**src/rtl/bcd_disp_pkg.sv**
```systemverilog
// Shared types and constants for the two-digit multiplexed 7-segment scanner.
package bcd_disp_pkg;

  typedef enum logic [1:0] {SHOW0, GAP0, SHOW1, GAP1} state_e;

  // Segment order {g,f,e,d,c,b,a}, active-high.
  localparam logic [6:0] SEG_0    = 7'h3F;
  localparam logic [6:0] SEG_1    = 7'h06;
  localparam logic [6:0] SEG_2    = 7'h5B;
  localparam logic [6:0] SEG_3    = 7'h4F;
  localparam logic [6:0] SEG_4    = 7'h66;
  localparam logic [6:0] SEG_5    = 7'h6D;
  localparam logic [6:0] SEG_6    = 7'h7D;
  localparam logic [6:0] SEG_7    = 7'h07;
  localparam logic [6:0] SEG_8    = 7'h7F;
  localparam logic [6:0] SEG_9    = 7'h6F;
  localparam logic [6:0] SEG_DASH = 7'h40;
  localparam logic [6:0] SEG_OFF  = 7'h00;

  localparam logic [1:0] AN_OFF = 2'b11;
  localparam logic [1:0] AN_D0  = 2'b10;
  localparam logic [1:0] AN_D1  = 2'b01;

endpackage

```
**src/rtl/bcd_to_7seg.sv**
```systemverilog
// Combinational BCD to 7-segment decoder; non-BCD codes 10-15 show a dash.
module bcd_to_7seg
  import bcd_disp_pkg::*;
(
  input  logic [3:0] bcd_i,
  output logic [6:0] seg_o
);

  always_comb begin
    seg_o = SEG_DASH;
    case (bcd_i)
      4'd0:    seg_o = SEG_0;
      4'd1:    seg_o = SEG_1;
      4'd2:    seg_o = SEG_2;
      4'd3:    seg_o = SEG_3;
      4'd4:    seg_o = SEG_4;
      4'd5:    seg_o = SEG_5;
      4'd6:    seg_o = SEG_6;
      4'd7:    seg_o = SEG_7;
      4'd8:    seg_o = SEG_8;
      4'd9:    seg_o = SEG_9;
      default: seg_o = SEG_DASH;
    endcase
  end

endmodule

```
**src/rtl/bcd_display_scan.sv**
```systemverilog
// Two-digit multiplexed 7-segment scanner with per-frame snapshot, dead-time gaps and
// sticky overflow on the tens decimal point. Optional macro BCD_LZ_BLANK_EN blanks a zero tens digit.
module bcd_display_scan
  import bcd_disp_pkg::*;
#(
  parameter int unsigned SCAN_DIV = 50000
) (
  input  logic       clk,
  input  logic       rstn,
  input  logic [3:0] Q0,
  input  logic [3:0] Q1,
  input  logic       tc,
  input  logic       clr,
  output logic [6:0] seg,
  output logic [1:0] an,
  output logic       dp,
  output logic       frame
);

  localparam int unsigned PW = (SCAN_DIV > 1) ? $clog2(SCAN_DIV) : 1;
  localparam logic [PW-1:0] PMAX = PW'(SCAN_DIV - 1);

  logic [PW-1:0] presc_q;
  state_e        state_q, state_d;
  logic [3:0]    s0_q, s0_d, s1_q, s1_d;
  logic          ovf_q, ovf_d;
  logic          tick, snap;
  logic [3:0]    digit;
  logic [6:0]    dec_seg;
  logic [6:0]    seg_d;
  logic [1:0]    an_d;
  logic          dp_d;

  assign tick = (presc_q == PMAX);
  assign snap = tick && (state_q == GAP1);

  always_comb begin
    state_d = state_q;
    if (tick) begin
      unique case (state_q)
        SHOW0:   state_d = GAP0;
        GAP0:    state_d = SHOW1;
        SHOW1:   state_d = GAP1;
        default: state_d = SHOW0;
      endcase
    end
  end

  // Snapshot values are forwarded so SHOW0 shows the new digit on the very edge it is taken.
  assign s0_d  = snap ? Q0 : s0_q;
  assign s1_d  = snap ? Q1 : s1_q;
  assign ovf_d = tc ? 1'b1 : (clr ? 1'b0 : ovf_q);
  assign digit = (state_d == SHOW1) ? s1_d : s0_d;

  bcd_to_7seg u_dec (
    .bcd_i (digit),
    .seg_o (dec_seg)
  );

  always_comb begin
    seg_d = SEG_OFF;
    an_d  = AN_OFF;
    dp_d  = 1'b0;
    unique case (state_d)
      SHOW0: begin
        seg_d = dec_seg;
        an_d  = AN_D0;
      end
      SHOW1: begin
`ifdef BCD_LZ_BLANK_EN
        seg_d = (s1_d == 4'd0) ? SEG_OFF : dec_seg;
`else
        seg_d = dec_seg;
`endif
        an_d  = AN_D1;
        dp_d  = ovf_q;
      end
      default: begin
        seg_d = SEG_OFF;
        an_d  = AN_OFF;
      end
    endcase
  end

  always_ff @(posedge clk or negedge rstn) begin
    if (!rstn) begin
      presc_q <= '0;
      state_q <= GAP1;
      s0_q    <= 4'd0;
      s1_q    <= 4'd0;
      ovf_q   <= 1'b0;
      seg     <= SEG_OFF;
      an      <= AN_OFF;
      dp      <= 1'b0;
      frame   <= 1'b0;
    end else begin
      presc_q <= tick ? '0 : presc_q + 1'b1;
      state_q <= state_d;
      s0_q    <= s0_d;
      s1_q    <= s1_d;
      ovf_q   <= ovf_d;
      seg     <= seg_d;
      an      <= an_d;
      dp      <= dp_d;
      frame   <= snap;
    end
  end

endmodule

```
**config.mk**
```make
export PLATFORM = sky130hd
export DESIGN_NAME = bcd_display_scan
export DESIGN_NICKNAME = d
export VERILOG_FILES = /design/src/rtl/bcd_disp_pkg.sv /design/src/rtl/bcd_to_7seg.sv /design/src/rtl/bcd_display_scan.sv
export SDC_FILE = /design/constraint.sdc
export NUM_CORES = 1
export LEC_CHECK = 0
export ABC_AREA = 0
export CAP_MARGIN = 15
export CELL_PAD_IN_SITES_DETAIL_PLACEMENT = 1
export CELL_PAD_IN_SITES_GLOBAL_PLACEMENT = 1
export CORE_ASPECT_RATIO = 0.6
export CORE_MARGIN = 3
export CORE_UTILIZATION = 44
export CTS_BUF_LIST = sky130_fd_sc_hd__clkbuf_16
export DETAILED_ROUTE_END_ITERATION = 6
export PLACE_DENSITY_LB_ADDON = 0.1
export SKIP_LAST_GASP = 1
export SYNTH_ARGS = -nofsm -noshare
export SYNTH_HDL_FRONTEND = slang
export SYNTH_SLANG_ARGS = --single-unit
```
**constraint.sdc**
```tcl
create_clock -name clk -period 3.3 [get_ports clk]
set_input_delay 0.66 -clock clk [delete_from_list [all_inputs] [get_ports clk]]
set_output_delay 0.66 -clock clk [all_outputs]
set_load 0.02 [all_outputs]
```
Word level (Yosys, flattened, before mapping)

Memories as Yosys holds them, arrays and structs flattened.
Cells that the tools add are included.

Word-level logic and storage cells: 32
Memory bits (read-only): 112
Output and inout port bits: 11
Memories: 1
Register bits: 38

Eq/ne operators: 5
Reduce and logical (&&, ||, !) cells: 5
Muxes and demuxes: 11
Add/subtract/negate cells: 1

Memory list:

| memory          | depth | bits a word | rd ports | clocked after Yosys merged registers in | write ports | line              | RTL |
|---|---|---|---|---|---|---|---|
| (no name shown) | 16    | 7           | 1        | 0                                       | 0           | bcd_to_7seg.sv:11 | `case (bcd_i)` |

Operator list:

| cell                                                                   | number |
|---|---|
| 16-bit by 1-bit adder with 16-bit output (second input constant)       | 1 |
| 16-bit equality test (second input constant)                           | 1 |
| 16-bit two-way mux                                                     | 1 |
| 4-bit two-way mux                                                      | 3 |
| 7-bit two-way mux                                                      | 1 |
| 2-bit equality test (second input constant)                            | 3 |
| 2-bit one-hot mux with 3 select lines                                  | 1 |
| 2-bit zero test                                                        | 2 |
| 2-bit one-hot mux with 2 select lines                                  | 1 |
| 1-bit two-way mux                                                      | 3 |
| 2-bit by 1-bit equality test with 1-bit output (second input constant) | 1 |
| 2-bit two-way mux                                                      | 1 |
| 2-bit nonzero test                                                     | 1 |
| 2-bit OR reduction                                                     | 1 |
| 1-bit logical AND                                                      | 1 |

Longest topological paths before layout

Gate-level depths: netlist of run 1.
An unclocked memory read counts as a cell.

Depth after elaboration: 7
Gate-level depth with buffers: 11
Mapped depth without buffers: 10

Modules after synthesis

Synthesis of run 1 repeated with hierarchy kept, for this count alone.

Cell total of the unflattened synthesis: 159
Area total of the unflattened synthesis: 1899.3 sq um

Modules (own cells, without submodules):

| module           | sequential area each (sq um) | times used | cells each | area each (sq um) |
|---|---|---|---|---|
| bcd_display_scan | 955.9                        | 1          | 130        | 1674.1 |
| bcd_to_7seg      | 0.0                          | 1          | 29         | 225.2 |

Worst setup path after synthesis of run 1

Ideal clock, no wire load.

Kind: reg2reg
Start point: register state_q[0]
End point: register seg[6]
Setup time: 0.077 ns
Path buffers: 0
Required time: 3.223 ns
Data arrival time: 2.784 ns
Stages on the path, launching flop included: 11
Path slack: 0.439 ns
Cell sequence: dfstp_2 > inv_1 > ha_1 > nor3b_1 > nor2b_1 > mux2i_1 > o221ai_4 > inv_2 > ha_1 > mux2_2 > a21oi_1

Longest elaborated chain between the ends: 7
Elaborated cells between the ends (all ways): 15
Those cells by class: eq/ne (4); mux (6); reduce/logical (4); memory (1)

Ends and longest elaborated chain:

| element                                           | line                                           | RTL |
|---|---|---|
| from (decl)                                       | bcd_display_scan.sv:24                         | `state_e state_q, state_d;` |
| from (signal assigned)                            | bcd_display_scan.sv:98                         | `state_q <= state_d;` |
| 2-bit equality test, or another cell as far along | bcd_display_scan.sv:40                         | `unique case (state_q)` |
| 2-bit one-hot mux with 3 select lines             | bcd_display_scan.sv:40                         |  |
| 2-bit two-way mux                                 | bcd_display_scan.sv:39                         | `if (tick) begin` |
| 2-bit equality test                               | bcd_display_scan.sv:53, bcd_display_scan.sv:64 |  |
| 4-bit two-way mux                                 | bcd_display_scan.sv:53                         | `assign digit = (state_d == SHOW1) ? s1_d : s0_d;` |
| memory read 16 x 7 bit                            | --                                             |  |
| 7-bit two-way mux (*)                             | bcd_display_scan.sv:64                         | `unique case (state_d)` |
| named net seg_d[6]                                | bcd_display_scan.sv:30                         | `logic [6:0] seg_d;` |
| to (signal assigned)                              | bcd_display_scan.sv:102                        | `seg <= seg_d;` |
| to (decl)                                         | bcd_display_scan.sv:14                         | `output logic [6:0] seg,` |

The timed path passes the listed nets; every way through them passes the cells marked *.
A chain may end at the register's enable or synchronous reset.

Final worst setup path of run 1

Start point: register presc_q[4]
End point: register seg[6]

Longest elaborated chain between the ends: 6
Elaborated cells between the ends (all ways): 11
Those cells by class: eq/ne (2); mux (5); reduce/logical (3); memory (1)

Ends and longest elaborated chain:

| element                                                | line                                           | RTL |
|---|---|---|
| from (decl)                                            | bcd_display_scan.sv:23                         | `logic [PW-1:0] presc_q;` |
| from (signal assigned)                                 | bcd_display_scan.sv:97                         | `presc_q <= tick ? '0 : presc_q + 1'b1;` |
| 16-bit equality test (*)                               | bcd_display_scan.sv:34                         | `assign tick = (presc_q == PMAX);` |
| 2-bit two-way mux or 1-bit logical AND (tied branches) | bcd_display_scan.sv:39, bcd_display_scan.sv:35 |  |
| 2-bit equality test, or another cell as far along      | bcd_display_scan.sv:53, bcd_display_scan.sv:64 |  |
| 4-bit two-way mux                                      | bcd_display_scan.sv:53                         |  |
| memory read 16 x 7 bit                                 | --                                             |  |
| 7-bit two-way mux (*)                                  | bcd_display_scan.sv:64                         |  |
| named net seg_d[6]                                     | bcd_display_scan.sv:30                         |  |

Marked as above.

==> results of run 1 <==
critical path, cell delays in order, from the launching register on:
cell     delay [ps]
dfrtp_1         440
or4b_4          610
nor4_4          360
buf_4           270
mux2i_4         290
a21oi_1          90
nor2_2          210
inv_1           100
ha_1            230
mux2_2          280
a21oi_1         160
metal layers:
metal / routed length, um / part of all wire (%) / vias up / global-route usage [%]
li1: - / - / 689 / -
met1: 2380 / 51 / 754 / 28.7
met3: 197 / 4.2 / 5 / 5.01
met5: 0 / 0 / - / 0
met4: 44 / 0.94 / 0 / 5.07
met2: 2070 / 44 / 28 / 29.4
power by group:
part / switching, mW / total, mW / internal, mW
Clock: 0.170 / 0.442 / 0.271
Sequential: 0.000391 / 0.468 / 0.467
Combinational: 0.0127 / 0.0251 / 0.0124
Total: 0.184 / 0.935 / 0.751
worst max-delay path by stage:
stage                           start  endpoint  slack, ps  cells past startpoint
after floorplan            state_q[0]    seg[6]        440                     10
after global placement     presc_q[4]    seg[3]        170                     10
after detailed placement  presc_q[11]    seg[6]         50                     10
final                      presc_q[4]    seg[6]        170                     10
after CTS                 presc_q[11]    seg[6]          3                     10
after global routing       presc_q[4]    seg[6]         10                     10
sequential cells by signal, summed over array words and instances, names as in the netlist:
register	cells
ovf_q	1
frame	1
s0_q	4
state_q	2
an	2
presc_q	16
s1_q	4
dp	1
seg	7
logic make-up (layout without fill, tap and decap cells):
logic type / after synthesis / count (layout) / synth area share [%]
XOR/XNOR: 12 / 12 / 5.42
AO/OA/AOI/OAI: 26 / 26 / 10.3
AND/OR/NAND/NOR: 66 / 66 / 18.6
adder cells (fa/ha/maj): 9 / 9 / 5.80
multiplexers: 15 / 15 / 8.19
flip-flops: 38 / 38 / 49.3
buffers and inverters: 12 / 46 / 2.51
layout by cell type (no fill, tap or decap), types with 4 or more instances in the layout:
| cell | synthesis | layout |
|---|---|---|
| inv_1 | 8 | 11 |
| mux2_2 | 7 | 7 |
| clkdlybuf4s50_1 | 0 | 21 |
| nor3_1 | 5 | 5 |
| ha_1 | 9 | 9 |
| dfrtp_1 | 34 | 34 |
| nor2b_1 | 4 | 4 |
| nor2_1 | 15 | 14 |
| xnor2_1 | 4 | 4 |
| a21oi_1 | 4 | 4 |
| xor2_1 | 8 | 8 |
| nand2_1 | 16 | 16 |
| mux2i_1 | 8 | 7 |
| buf_4 | 1 | 7 |
| clkbuf_16 | 0 | 5 |
| nand3_1 | 6 | 6 |
| dfstp_2 | 4 | 4 |
| o21ai_1 | 5 | 5 |
layout make-up:
cell class	count	area (um2)
clock buffers	5	125
clock inverters	3	11.3
fillers	450	1740
inverters	9	33.8
multi-input cells	128	962
flip-flops and latches	38	956
well taps	60	75.1
repair buffers	29	268
repair_timing:
| action | 4_1_cts | 5_1_grt |
|---|---|---|
| hold buffers | 0 | 0 |
| gates resized for setup | 1 | 3 |
| endpoints found under the hold margin | 0 | 0 |
| setup endpoints to repair | 2 | 5 |
| setup buffers | 0 | 1 |
| pin swaps | 0 | 1 |
==> metrics, run 1 <==
Die Ht 57.4 um; Rel. slew slack 44.7%; fin cells 272; chip width 91.7 um; crit path kind reg -> reg; top post-synthesis cells by count dfrtp_1 (34), nand2_1 (16), nor2_1 (15); Post-Route Setup TNS 0 ps; Via Count 1476; CTS max path bufs 2; share of post-route cells with drive strength above 1 16.5%; syn nets 199; fmax 320 MHz; R2R Setup Slk 170 ps; Main synth FF type dfrtp_1; Hold WS 476 ps; status complete, no violations; Final WS setup 171 ps; Final Instance Area 2430 um2; H-tree depth 2; iteration-0 DRC count of the detailed router 41; FF+latch count, synth 38; row count 18; synthesized area per cell 10.9 um2; Tot Pwr 0.935 mW; Placed Area 2270 um2; clock root buffer clkbuf_16; Setup-failing EPs final 0; worst hold path type in -> async; nets@finish 232; Worst setup SP type register; Post-synth EDFFs 0; dpl ws 53.4 ps; Ports 23; crit path max fanout 11; largest net degree at the start of global routing 39; die area 5270 um2; ys async rst share 100%; max-slew violations 0; CP endpoint kind register; hpwl dp 3.54 mm; Worst-path clk slew 50 ps; Antenna Cells 0; Worst EP required 3500 ps; P&R area growth vs syn 25.3%; Clock Skews 2.52 ps; reg2reg path depth 10; TritonCTS Sinks 38; CTS tree yes; Mapped Cells 178; Initial Util 46.6%; initial antenna violation count 0; fin util 58.3%; vias in the first global route 1589; Seq/Total Area, Yosys 49.3%; Worst-Margin Slew 829 ps; Crit path arrival time 3330 ps; Via density 5.43; PortBufs 22; DR DRC count 0; dpl cells 263; Cell Area, Synth 1940 um2; GP Congestion 0.805; DR pass1 iterations 4; global-route wire length before repair 8.07 mm; WL/cell 17.3 um; Final period util 94.8%; Core ar. 4170 um2; WL final 4.70 mm; CTS Buf Count 5; synth warn 0; Final Hold Viols 0; Worst R2R End seg[6]; Synth area leaders dfrtp_1 (44%), ha_1 (5.8%), dfstp_2 (5.4%); Worst IR Drop VDD 237 uV; worst r2r src presc_q[4]; post-synth top area cell dfrtp_1; Power Dens Cells 384 nW/um2; GR Overflow Total 0; RSZ-0062 raised after global routing false; clk_lat worst skew 280 ps; Leakage Power 1.09 nW; cell with the most instances after synthesis dfrtp_1; post-synth top area share 43.8%; Tmin final 3130 ps; Netlist cell types 40; Post-DRT Antenna Nets 0; overall global routing resource usage 19.7%; max_cap viols 0
(Power assumes the default switching activity.)
==> run 2: changes to the inputs <==
Settings changed: GPL_TIMING_DRIVEN from default to 0, PLACE_DENSITY_LB_ADDON 0.1 to 0.12.
==> run 2 against run 1 <==
Net effect: sequential power hardly changed; first-iteration DRC count increased by 59%; global-route usage increased by 0.26 points; worst hold slack got worse by 10 ps; highest routed layer unchanged; total power grew 0.87%; sequential share of layout area increased by 0.24 points; combinational power hardly changed; maximum frequency about the same; clock power grew 2%; sequential cell count stayed put; final cell count decreased by 0.37%.
==> metrics, run 2 (synthesized netlist as in run 1, its figures left out) <==
row count 18 (unchanged); worst r2r src presc_q[4]; Core ar. 4170 um2 (unchanged); max-slew violations 0 (unchanged); GP Congestion 0.795 (-1.2%); hpwl dp 3.53 mm (-0.49%); CP endpoint kind register; sequential power share 49.6% (-0.5 points); clock group share of total power 47.8% (+0.5 points); Power Dens Cells 390 nW/um2 (+1.5%); slowest CP cell or4b_4; TritonCTS Sinks 38 (unchanged); crit path max fanout 10 (-1); Psw 0.190 mW (+3.7%); Rel. slew slack 43.8% (-0.96 points); Worst Hold Launch ovf_q; Final Hold Viols 0 (unchanged); max_cap viols 0 (unchanged); most frequent cells in the layout dfrtp_1 (34), clkdlybuf4s50_1 (21), nand2_1 (16), nor2_1 (14); largest net degree at the start of global routing 39 (unchanged); Levels on crit path 9 (-1); Worst-path clk slew 60 ps (about the same); RSZ-0062 raised after global routing false; Tmin final 3130 ps (+2.12 ps); Via density 5.38 (-0.79%); overall global routing resource usage 19.9% (+0.26 points); Worst EP required 3500 ps (about the same); crit path kind reg -> reg; Setup-failing EPs final 0 (unchanged); Placed Area 2230 um2 (-1.6%); worst hold path type reg -> reg; GR Overflow Total 0 (unchanged); switch share 20.2% (+0.54 points); die area 5270 um2 (unchanged); max reg flops 16 (unchanged); reg2reg path depth 9 (-1); CP max stage delay 610 ps (about the same); Antenna Cells 0 (unchanged); leading cell type in the layout, fill and taps excluded dfrtp_1; status complete, no violations; Setup crit start presc_q[4]; WL final 4.78 mm (+1.8%); Via Count 1459 (-1.2%); P&R area growth vs syn 24.5%; fmax 319 MHz (about the same); cell breakdown of the critical path or4b_4, nor4_2, clkbuf_2, nand2_1, a21oi_1, nor2_2, ha_1, nand2b_1, a21oi_1; Crit path arrival time 3330 ps (about the same); most frequent CP cell a21oi_1; initial antenna violation count 0 (unchanged); iteration-0 DRC count of the detailed router 65 (+59%); clk_lat worst skew 280 ps (about the same); Clock Skews 5.89 ps (+3.36 ps); Ports 23 (unchanged); cts hold-fix bufs 0 (unchanged); Top reg by flops presc_q; clock root buffer clkbuf_16; Top delay family on crit path simple AND/OR/NAND/NOR gates; DR DRC count 0 (unchanged); Worst-Margin Slew 843 ps (+14.4 ps); CTS tree yes; power share of the combinational group 2.6% (about the same); Buf/Inv on CP 1 (-1); share of post-route cells with drive strength above 1 16.1% (-0.40 points); DR pass1 iterations 4 (unchanged); CTS max path bufs 2 (unchanged); Worst setup SP type register; CTS Buf Count 5 (unchanged); WL/cell 17.6 um (+2.2%); nets@finish 231 (-0.43%); Final Instance Area 2420 um2 (-0.62%); chip width 91.7 um (unchanged); H-tree depth 2 (unchanged); Post-DRT Antenna Nets 0 (unchanged); vias in the first global route 1595 (+0.38%); Initial Util 46.6% (unchanged); Pint 0.752 mW (+0.20%); PortBufs 22 (unchanged); Worst IR Drop VDD 246 uV (+4.1%); Post-Route Setup TNS 0 ps (unchanged); Leakage Power 1.08 nW (-1.4%); Die Ht 57.4 um (unchanged); Min-Delay Path Depth 1; biggest regs presc_q: 16 flops, seg: 7 flops; global-route wire length before repair 8.04 mm (-0.35%); Final period util 94.9% (about the same)
[run 2: cell types whose count changed in the layout (fill, tap and decap cells not counted), sizes merged]
cell    previous run  this run
inv               12        10
buf                8         5
clkinv             0         2
clkbuf             5         7
[run 2: final cells by class]
type / instances / area, um2
Sequential cell: 38 / 956
Timing Repair Buffer: 25 / 238
Fill cell: 462 / 1750
Tap cell: 60 / 75.1
Multi-Input combinational cell: 128 / 960
Inverter: 9 / 33.8
Buffer: 3 / 16.3
Clock buffer: 5 / 125
Clock inverter: 3 / 12.5
[run 2: layer usage]
metal	vias to the layer above	part of all wire, %	global-route usage, %
met1	748	51	28.6
met4	0	0.73	4.44
met3	5	2.6	3.95
met5	-	0	0
met2	18	46	31.7
li1	688	-	-
[run 2: through the flow]
stage               worst slack, ps  hold slack, ps  power (mW)  std cells  utilization (%)
floorplan                       439             364       0.478        178                -
global placement               -131             439       0.501        260             53.7
detailed placement             -412             459       0.502        260             53.5
CTS                            64.3             467       0.950        271             57.8
global route                  0.556             504       0.976        271             58.0
finish                          169             466       0.943        271             58.0
[run 2: worst register-to-register path, stage by stage, from the launching register on]
cell and delay (ps):
dfrtp_1 450, or4b_4 610, nor4_2 500, clkbuf_2 350, nand2_1 110, a21oi_1 250, nor2_2 110, ha_1 330
nand2b_1 160, a21oi_1 160
[run 2: power by group through the flow]
| stage | Clock [mW] | Combinational (mW) | Sequential, mW |
|---|---|---|---|
| 6_report | 0.450 | 0.0249 | 0.468 |
| 2_1_floorplan | 0 | 0.00224 | 0.476 |
| 3_5_place_dp | 0 | 0.0260 | 0.476 |
| 5_1_grt | 0.481 | 0.0278 | 0.467 |
| 3_3_place_gp | 0 | 0.0252 | 0.476 |
| 4_1_cts | 0.456 | 0.0260 | 0.468 |
[run 2: what timing repair did]
item | CTS | global route
pin swaps | 1 | 0
buffers inserted | 3 | 0
endpoints found under the setup margin | 7 | 3
resized for setup | 4 | 2
[run 2: worst paths after layout]
path | slack (ps) | end
worst max-delay path | 170 | seg[1]
worst min-delay path | 470 | ovf_q
worst max register to register | 170 | seg[1]
worst min register to register | 470 | ovf_q
max in group asynchronous | 2280 | presc_q[14]
min in group asynchronous | 490 | seg[6]
==> run 3: changes to the inputs <==
Settings changed: CORE_UTILIZATION 44 to 49, DONT_BUFFER_PORTS from default to 1.
==> run 3 against run 2 <==
Net effect: worst hold slack got worse by 400 ps; die area fell by 9.4%; maximum frequency fell by 1.5%; final cell count fell by 13%; clock-buffer cell count did not move; non-clock buffer count fell by 21; critical path depth fell by 1; first-iteration DRC count fell by 37%; critical path type unchanged; largest power group unchanged.
==> metrics, run 3 (synthesized netlist as in run 1, its figures left out) <==
status complete, no violations; Clock Skews 4.79 ps (-1.10 ps); Placed Area 2000 um2 (-10%); Antenna Cells 0 (unchanged); Worst-Margin Slew 676 ps (-167 ps); overall global routing resource usage 21.2% (+1.3 points); GRT busiest layer met2; RSZ-0062 raised after global routing true; Die Ht 54.7 um (-4.7%); Via density 5.87 (+9.0%); met1 Use GR 28.8% (+0.24 points); Rel. slew slack 54.7% (+11 points); WL/cell 20.1 um (+14%); Initial Util 51.8% (+5.3 points); initial antenna violation count 0 (unchanged); die area 4780 um2 (-9.4%); worst hold path type in -> async; max-slew violations 0 (unchanged); CTS max path bufs 2 (unchanged); Worst setup SP type register; Core ar. 3740 um2 (-10%); Final Hold Viols 0 (unchanged); CTS Buf Count 5 (unchanged); Final Instance Area 2200 um2 (-9.1%); Post-Route Setup TNS 0 ps (unchanged); GP Congestion 0.747 (-6.1%); crit path kind reg -> reg; max reg flops 16 (unchanged); register area 956 um2 (unchanged); Setup-failing EPs final 0 (unchanged); vias in the first global route 1444 (-9.5%); row count 17 (-1); R2R Setup Slk 120 ps (-50 ps); fmax 315 MHz (-1.5%); largest net degree at the start of global routing 39 (unchanged); Top reg by flops presc_q; WL final 4.77 mm (-0.36%); Worst EP required 3500 ps (about the same); PortBufs 0 (-100%); Final period util 96.3% (+1.5 points); fillcell total 394 (-15%); leading cell type in the layout, fill and taps excluded dfrtp_1; CTS tree yes; Post-DRT Antenna Nets 0 (unchanged); global-route wire length before repair 7.27 mm (-9.5%); Worst IR Drop VDD 269 uV (+9.0%); worst r2r src presc_q[4]; met3 usage in global routing 7.52% (+3.6 points); clock root buffer clkbuf_16; Power Dens Cells 424 nW/um2 (+8.7%); Leakage Power 1.01 nW (-6.1%); Ports 23 (unchanged); max_cap viols 0 (unchanged); TritonCTS Sinks 38 (unchanged); most frequent cells in the layout dfrtp_1 (34), nand2_1 (16), nor2_1 (15), ha_1 (9); share of post-route cells with drive strength above 1 17.9% (+1.8 points); hpwl dp 3.45 mm (-2.1%); P&R area growth vs syn 13.2%; met2 usage 31.4% (-0.30 points); reg2reg path depth 8 (-1); GR Overflow Total 0 (unchanged); H-tree depth 2 (unchanged); clk_lat worst skew 280 ps (about the same); Tmin final 3180 ps (+48.0 ps); Worst-path clk slew 60 ps (about the same); Worst R2R End seg[1]; DR pass1 iterations 4 (unchanged); biggest regs presc_q: 16 flops, seg: 7 flops; nets@finish 210 (-9.1%); crit path max fanout 7 (-3); area of the multi-input gates 960 um2 (unchanged); CP endpoint kind register; Crit path arrival time 3380 ps (+50 ps); DR DRC count 0 (unchanged); Via Count 1391 (-4.7%); fin util 58.7% (+0.67 points); chip width 87.2 um (-4.9%); iteration-0 DRC count of the detailed router 41 (-37%)
[run 3: power by group]
group | total [mW] | switching (mW) | internal [mW]
registers | 0.468 | 0.000402 | 0.467
logic | 0.00247 | 0.000832 | 0.00164
clock network | 0.461 | 0.186 | 0.276
[run 3: layer usage]
layer | share of wire, % | vias up
met3 | 5.6 | 9
met2 | 45 | 30
met5 | 0 | -
met1 | 47 | 710
li1 | - | 642
met4 | 1.7 | 0
[run 3: worst max-delay path, stage by stage (launching register included)]
cell and delay, ps:
dfrtp_1 450, or4b_4 620, nor4_4 430, buf_4 200, mux2i_1 470, o221ai_4 260, ha_1 370, nand2b_1 150
a21oi_1 150
[run 3: worst max-delay path by stage]
stage                      startpoint     end
after global placement     state_q[0]  seg[6]
final                      presc_q[4]  seg[1]
after floorplan            state_q[0]  seg[6]
after CTS                 presc_q[11]  seg[6]
after global routing       state_q[0]  seg[6]
after detailed placement   state_q[0]  seg[6]
[run 3: layout make-up]
cell class | instances | area share (%)
plain buffers | 3 | 0.741
clock buffers | 5 | 5.70
clock inverters | 3 | 0.741
inverters | 9 | 1.54
multi-input cells | 128 | 43.7
flip-flops and latches | 38 | 43.5
well taps | 47 | 2.68
repair buffers | 4 | 1.37
[run 3: timing repair]
| item | in CTS | in global routing |
|---|---|---|
| endpoints found under the setup margin | 7 | 5 |
| gates resized for setup | 4 | 1 |
| setup buffers | 0 | 4 |
| endpoints found under the hold margin | 0 | 0 |
| pin swaps | 0 | 1 |
| hold buffers | 0 | 0 |
[run 3: per-stage QoR]
step / total power [mW] / worst slack [ps] / hold slack, ps / std cells
after floorplan: 0.478 / 439 / 364 / 178
after global placement: 0.478 / -102 / 365 / 225
after detailed placement: 0.478 / -262 / 365 / 225
after CTS: 0.937 / 0.970 / 68.7 / 233
after global routing: 0.960 / -50.5 / 61.8 / 237
final: 0.931 / 121 / 69.2 / 237
